<file path="src/rtl/vga_rx.sv">
// VGA timing receiver: recovers h/line position from sync edges, verifies
// frame timing, and emits a coordinate-tagged pixel stream once locked.
module vga_rx #(
   parameter int SIZE_H        = 640,
   parameter int SIZE_V        = 480,
   parameter int BACK_PORCH_H  = 48,
   parameter int FRONT_PORCH_H = 16,
   parameter int SYNC_H_PX     = 96,
   parameter int BACK_PORCH_V  = 33,
   parameter int FRONT_PORCH_V = 10,
   parameter int SYNC_V_LINE   = 2
) (
   input  logic       clk,
   input  logic       reset,
   input  logic       sync_h,
   input  logic       sync_v,
   input  logic [3:0] r,
   input  logic [3:0] g,
   input  logic [3:0] b,
   output logic [9:0] pix_x,
   output logic [9:0] pix_y,
   output logic       pix_de,
   output logic [3:0] pix_r,
   output logic [3:0] pix_g,
   output logic [3:0] pix_b,
   output logic       frame_start,
   output logic       locked,
   output logic [7:0] err_cnt
);
   localparam int H_MAX = SIZE_H + BACK_PORCH_H + FRONT_PORCH_H + SYNC_H_PX;
   localparam int V_MAX = SIZE_V + BACK_PORCH_V + FRONT_PORCH_V + SYNC_V_LINE;
   localparam logic [9:0] H_LAST = 10'(H_MAX - 1);
   localparam logic [9:0] H_OVER = 10'(H_MAX);
   localparam logic [9:0] V_LAST = 10'(V_MAX - 1);
   localparam logic [9:0] V_OVER = 10'(V_MAX);
   localparam logic [9:0] X_LO   = 10'(BACK_PORCH_H);
   localparam logic [9:0] X_HI   = 10'(BACK_PORCH_H + SIZE_H);
   localparam logic [9:0] Y_LO   = 10'(BACK_PORCH_V);
   localparam logic [9:0] Y_HI   = 10'(BACK_PORCH_V + SIZE_V);

   typedef enum logic [1:0] {S_IDLE, S_CHECK, S_LOCKED} state_t;

   state_t      state_q, state_d;
   logic        sync_h_q, sync_h_d, sync_v_q, sync_v_d;
   logic        sync_h_prev_q, sync_h_prev_d, sync_v_prev_q, sync_v_prev_d;
   logic [11:0] rgb_q, rgb_d;
   logic [9:0]  h_q, h_d, line_q, line_d;
   logic        v_pend_q, v_pend_d;
   logic [7:0]  err_q, err_d;
   logic        h_rise, v_rise, line0, viol;
   logic [9:0]  pix_x_q, pix_x_d, pix_y_q, pix_y_d;
   logic        pix_de_q, pix_de_d, fs_q, fs_d, lock_q, lock_d;
   logic [11:0] pix_rgb_q, pix_rgb_d;

   // Position tracking and timing checks on the stage-1 sample.
   always_comb begin
      sync_h_d      = sync_h;
      sync_v_d      = sync_v;
      sync_h_prev_d = sync_h_q;
      sync_v_prev_d = sync_v_q;
      rgb_d         = {r, g, b};
      h_rise        = sync_h_q & ~sync_h_prev_q;
      v_rise        = sync_v_q & ~sync_v_prev_q;
      line0         = h_rise & (v_rise | v_pend_q);
      h_d           = h_rise ? 10'd0 : ((h_q == 10'h3FF) ? h_q : h_q + 10'd1);
      v_pend_d      = h_rise ? 1'b0 : (v_pend_q | v_rise);
      line_d        = line_q;
      if (h_rise)
         line_d = line0 ? 10'd0 : ((line_q == 10'h3FF) ? line_q : line_q + 10'd1);
      viol = 1'b0;
      if (h_rise && (h_q != H_LAST))                          viol = 1'b1;
      if (!h_rise && (h_d == H_OVER))                         viol = 1'b1;
      if (line0 && (line_q != V_LAST) && (state_q != S_IDLE)) viol = 1'b1;
      if (h_rise && (line_d == V_OVER))                       viol = 1'b1;
      err_d = err_q;
      if (viol && (state_q != S_IDLE) && (err_q != 8'hFF))
         err_d = err_q + 8'd1;
   end

   // A violation on a line-0 sample wins over entering or advancing lock.
   always_comb begin
      state_d = state_q;
      case (state_q)
         S_IDLE:   if (line0 && !viol) state_d = S_CHECK;
         S_CHECK:  if (viol) state_d = S_IDLE;
                   else if (line0) state_d = S_LOCKED;
         S_LOCKED: if (viol) state_d = S_IDLE;
         default:  state_d = S_IDLE;
      endcase
   end

   // pix_de qualifies each output beat; there is no ready, so the consumer
   // must take every beat it sees.
   always_comb begin
      lock_d    = (state_d == S_LOCKED);
      pix_de_d  = lock_d && (h_d >= X_LO) && (h_d < X_HI) && (line_d >= Y_LO) && (line_d < Y_HI);
      pix_x_d   = pix_de_d ? h_d - X_LO : 10'd0;
      pix_y_d   = pix_de_d ? line_d - Y_LO : 10'd0;
      pix_rgb_d = pix_de_d ? rgb_q : 12'd0;
      fs_d      = pix_de_d && (pix_x_d == 10'd0) && (pix_y_d == 10'd0);
   end

   always_ff @(posedge clk) begin
      if (reset) state_q <= S_IDLE;
      else       state_q <= state_d;
   end

   // Sync registers reset high so a sync held high across reset is not a rise.
   always_ff @(posedge clk) begin
      if (reset) begin
         sync_h_q      <= 1'b1;
         sync_v_q      <= 1'b1;
         sync_h_prev_q <= 1'b1;
         sync_v_prev_q <= 1'b1;
         rgb_q         <= '0;
         h_q           <= '0;
         line_q        <= '0;
         v_pend_q      <= 1'b0;
         err_q         <= '0;
         pix_x_q       <= '0;
         pix_y_q       <= '0;
         pix_de_q      <= 1'b0;
         pix_rgb_q     <= '0;
         fs_q          <= 1'b0;
         lock_q        <= 1'b0;
      end else begin
         sync_h_q      <= sync_h_d;
         sync_v_q      <= sync_v_d;
         sync_h_prev_q <= sync_h_prev_d;
         sync_v_prev_q <= sync_v_prev_d;
         rgb_q         <= rgb_d;
         h_q           <= h_d;
         line_q        <= line_d;
         v_pend_q      <= v_pend_d;
         err_q         <= err_d;
         pix_x_q       <= pix_x_d;
         pix_y_q       <= pix_y_d;
         pix_de_q      <= pix_de_d;
         pix_rgb_q     <= pix_rgb_d;
         fs_q          <= fs_d;
         lock_q        <= lock_d;
      end
   end

   assign pix_x       = pix_x_q;
   assign pix_y       = pix_y_q;
   assign pix_de      = pix_de_q;
   assign pix_r       = pix_rgb_q[11:8];
   assign pix_g       = pix_rgb_q[7:4];
   assign pix_b       = pix_rgb_q[3:0];
   assign frame_start = fs_q;
   assign locked      = lock_q;
   assign err_cnt     = err_q;
endmodule

</file>
<file path="config.mk">
export PLATFORM = sky130hd
export DESIGN_NAME = vga_rx
export DESIGN_NICKNAME = d
export VERILOG_FILES = /design/src/rtl/vga_rx.sv
export SDC_FILE = /design/constraint.sdc
export NUM_CORES = 1
export LEC_CHECK = 0
export CAP_MARGIN = 20
export CORE_ASPECT_RATIO = 1.4
export CORE_UTILIZATION = 54
export CTS_CLUSTER_SIZE = 12
export DETAILED_ROUTE_END_ITERATION = 12
export PLACE_DENSITY_LB_ADDON = 0.12
export SKIP_LAST_GASP = 1
export SLEW_MARGIN = 5
export SYNTH_ARGS = -nofsm -noshare
export SYNTH_HDL_FRONTEND = slang
export SYNTH_SLANG_ARGS = --single-unit
</file>
<file path="constraint.sdc">
create_clock -name clk -period 3.6 [get_ports clk]
set_input_delay 1.08 -clock clk [delete_from_list [all_inputs] [get_ports clk]]
set_output_delay 1.08 -clock clk [all_outputs]
set_load 0.01 [all_outputs]
</file>
==> flow_summary.json <==
{
  "status": "complete, no violations",
  "hpwl_mm": 6.37,
  "die_area_sq_um": 7390,
  "dominantRegCellSynth": "dfxtp_1",
  "num_io_pins": 59,
  "wl_per_cell_microns": 15.3,
  "via_per_inst": 5.76,
  "finalClockSkew_ns": 0.0162,
  "synth.distinct_cells": 69,
  "setup.worst_path.start_class": "register",
  "clk_latency_ns": 0.36,
  "wl_mm": 8.89,
  "numClockSinks": 82,
  "cts-buffers-inserted": 9,
  "rr_worst_depth": 12,
  "synth_area_sq_um": 3800,
  "fin_util_pct": 69.8,
  "synth_area_per_cell_sq_um": 8.99,
  "grt_pass1_vias": 3154,
  "ys_async_sr_fraction_pct": 0,
  "dieWidth_microns": 72.9,
  "antenna_found_initial": 0,
  "timing.final.crit_share_pct": 89.5,
  "port_buffers": 58,
  "synth_seq_cells": 82,
  "drive_gt1_share_pct": 12.1,
  "core-area_sq_um": 6700,
  "clock_path_buffers": 2,
  "p_clk_share_pct": 40.4,
  "clk_pin_slew_worst_paths_ns": 0.09,
  "fmax_mhz": 311,
  "min_from": "rgb_q[5]$_SDFF_PP0_",
  "ys_top_cells_by_area": "dfxtp_1, nor2_1, and2_1, nor2b_1, ha_1",
  "syn_to_final_growth_pct": 22.9,
  "pre_cts_ws_ns": 0.423,
  "cts_root_buf": "clkbuf_8",
  "yosysTopAreaCellShare_pct": 43.2,
  "crit_required_ns": 3.89,
  "most-common-layout-cells": "dfxtp_1, nor2_1, clkdlybuf4s50_1, nand2_1, and2_1",
  "min_path_cells": 1,
  "tightest_slew_ns": 0.725,
  "cts_setup_buffers": 0,
  "drc": 0,
  "ant_nets": 0,
  "combPwrFrac_pct": 5.2,
  "final_common_cell": "dfxtp_1",
  "p_int_mw": 1.30,
  "netlist_instances": 423,
  "synth_fp_nets": 447,
  "arrival_ns": 3.52,
  "p_leak_nw": 1.70,
  "synth_top_area_cell": "dfxtp_1",
  "dr.pass1.iters": 5,
  "vias": 3347,
  "yosysSeqAreaShare_pct": 43.2,
  "setup_viol": 0,
  "numPlacedInstances": 565,
  "cap_violations": 0,
  "powerDensity_nw_per_um2": 364,
  "cts_tree": "yes",
  "grt_use_total_pct": 26.1,
  "setup_ws_ns": 0.380,
  "instances_no_fill": 581,
  "p_switching_mw": 0.400,
  "crit_type": "reg2reg",
  "relSlewSlack_pct": 51.4,
  "grt_max_degree": 40,
  "cp-startpoint": "line_q[5]$_SDFF_PP0_",
  "setup_tns_ns": 0,
  "swShare_pct": 23.5,
  "ctsHoldBuffers": 0,
  "hp-class": "reg2reg",
  "ir_drop_v": 0.000252,
  "synth_edf_count": 0,
  "final.min_clock_period_ns": 3.22,
  "reg2reg_from": "line_q[5]$_SDFF_PP0_",
  "cts_resized": 0,
  "rsz0062_at_grt": "no",
  "place_congestion": 0.844,
  "die_h_microns": 101,
  "initial_utilization_pct": 56.8,
  "grt_overflow_total": 0,
  "p_seq_share_pct": 54.4,
  "final_hold_viol_count": 0,
  "grt_pass1_wl_mm": 14.8,
  "yosysWarnings": 0,
  "fin_nets": 508,
  "worst_setup_path_end_kind": "register",
  "dr.first_iter.drc_count": 203,
  "worstPathMaxFanout": 14,
  "num_antenna_cells": 0,
  "htree_levels": 3,
  "slew_violations": 0,
  "rows": 35
}
[routing by layer]
metal | global-route usage (%) | part of all wire [%] | wire (microns) | up-vias
li1 | - | - | - | 1632
met1 | 31.1 | 43 | 3860 | 1548
met2 | 44.1 | 48 | 4250 | 143
met3 | 6.07 | 5.8 | 518 | 24
met4 | 11.9 | 2.9 | 255 | 0
met5 | 0 | 0 | 0 | -
[path summary, 6_finish.rpt]
path	endpoint	slack (ns)
max	err_cnt[7]$_SDFFE_PP0P_	0.38
min	pix_rgb_q[5]$_SDFF_PP0_	0.43
max reg2reg	err_cnt[7]$_SDFFE_PP0P_	0.38
min reg2reg	pix_rgb_q[5]$_SDFF_PP0_	0.43
[cell type report]
cell class / count / area [sq um]
fill: 547 / 2030
multi-input combinational: 308 / 1990
sequential: 82 / 1640
timing repair buffer: 70 / 671
clock buffer: 11 / 141
tap: 92 / 115
clock inverter: 5 / 62.6
inverter: 13 / 48.8
[cell families after synthesis]
logic type	Yosys count	share of synthesized area (%)
compound gates	79	15.5
xor+xnor	10	2.30
buf+inv	33	4.41
mux	6	1.91
fa+ha+maj	8	2.63
flops	82	43.2
simple gates	205	30.1
[worst max-delay path: stages (launching register included)]
cell and delay, ns:
dfxtp_1 0.47, and4_1 0.33, nand3_1 0.19, o21ai_0 0.28, mux2i_1 0.16, inv_1 0.13
ha_1 0.20, o2111ai_1 0.13, nor3_1 0.14, and3_1 0.27, o21ai_2 0.19, or4_1 0.50
a21oi_1 0.14
[power groups by stage]
stage | Combinational (mW) | Clock, mW | Sequential (mW)
3_3_place_gp | 0.0864 | 0 | 0.948
5_1_grt | 0.0954 | 0.744 | 0.930
4_1_cts | 0.0879 | 0.700 | 0.927
3_5_place_dp | 0.0868 | 0 | 0.949
6_report | 0.0877 | 0.689 | 0.927
2_1_floorplan | 0.0558 | 0 | 0.946
[registers in the layout (all words and copies together), names as in the netlist, 2 cells and up]
name	count
err_cnt	8
rgb_q	12
line_q	10
pix_x	10
h_q	10
pix_y	10
pix_rgb_q	12
state_q	2
[Yosys cell counts (2+ instances only)]
cell       count
mux2i_1        5
ha_1           8
a211oi_1       3
nand2_2        2
o211ai_1       3
a31oi_1        5
a41oi_1        6
clkbuf_2       2
dfxtp_1       82
o21ai_0       13
nand2b_1       5
a21oi_1       16
xor2_1         2
nor2_1        63
inv_1         11
a2111oi_2      2
nor3_2         4
nor4_1         5
a311oi_1       2
nand3_1       14
nor3_1         9
or3_1          6
nand2_1       21
inv_2          2
o21ai_2        3
o31ai_1        5
nand4_1        7
and2_1        18
o21a_1         2
clkbuf_1       7
buf_2          6
nor4_4         2
and4_1         5
o41ai_1        2
buf_6          4
xnor2_1        8
or4_1          5
nor2b_1       17
or2_2          6
and3_1         4
nand3b_1       3
[stage by stage]
step           area (sq um)  total power, mW  hold slack (ns)
6_report               4670             1.70            0.428
5_1_grt                4670             1.77            0.447
4_1_cts                4670             1.72            0.429
3_5_place_dp           4470             1.04            0.410
3_3_place_gp           4470             1.03            0.408
2_1_floorplan          3800             1.00            0.406
Note: power is estimated with default switching activity, not from simulation.
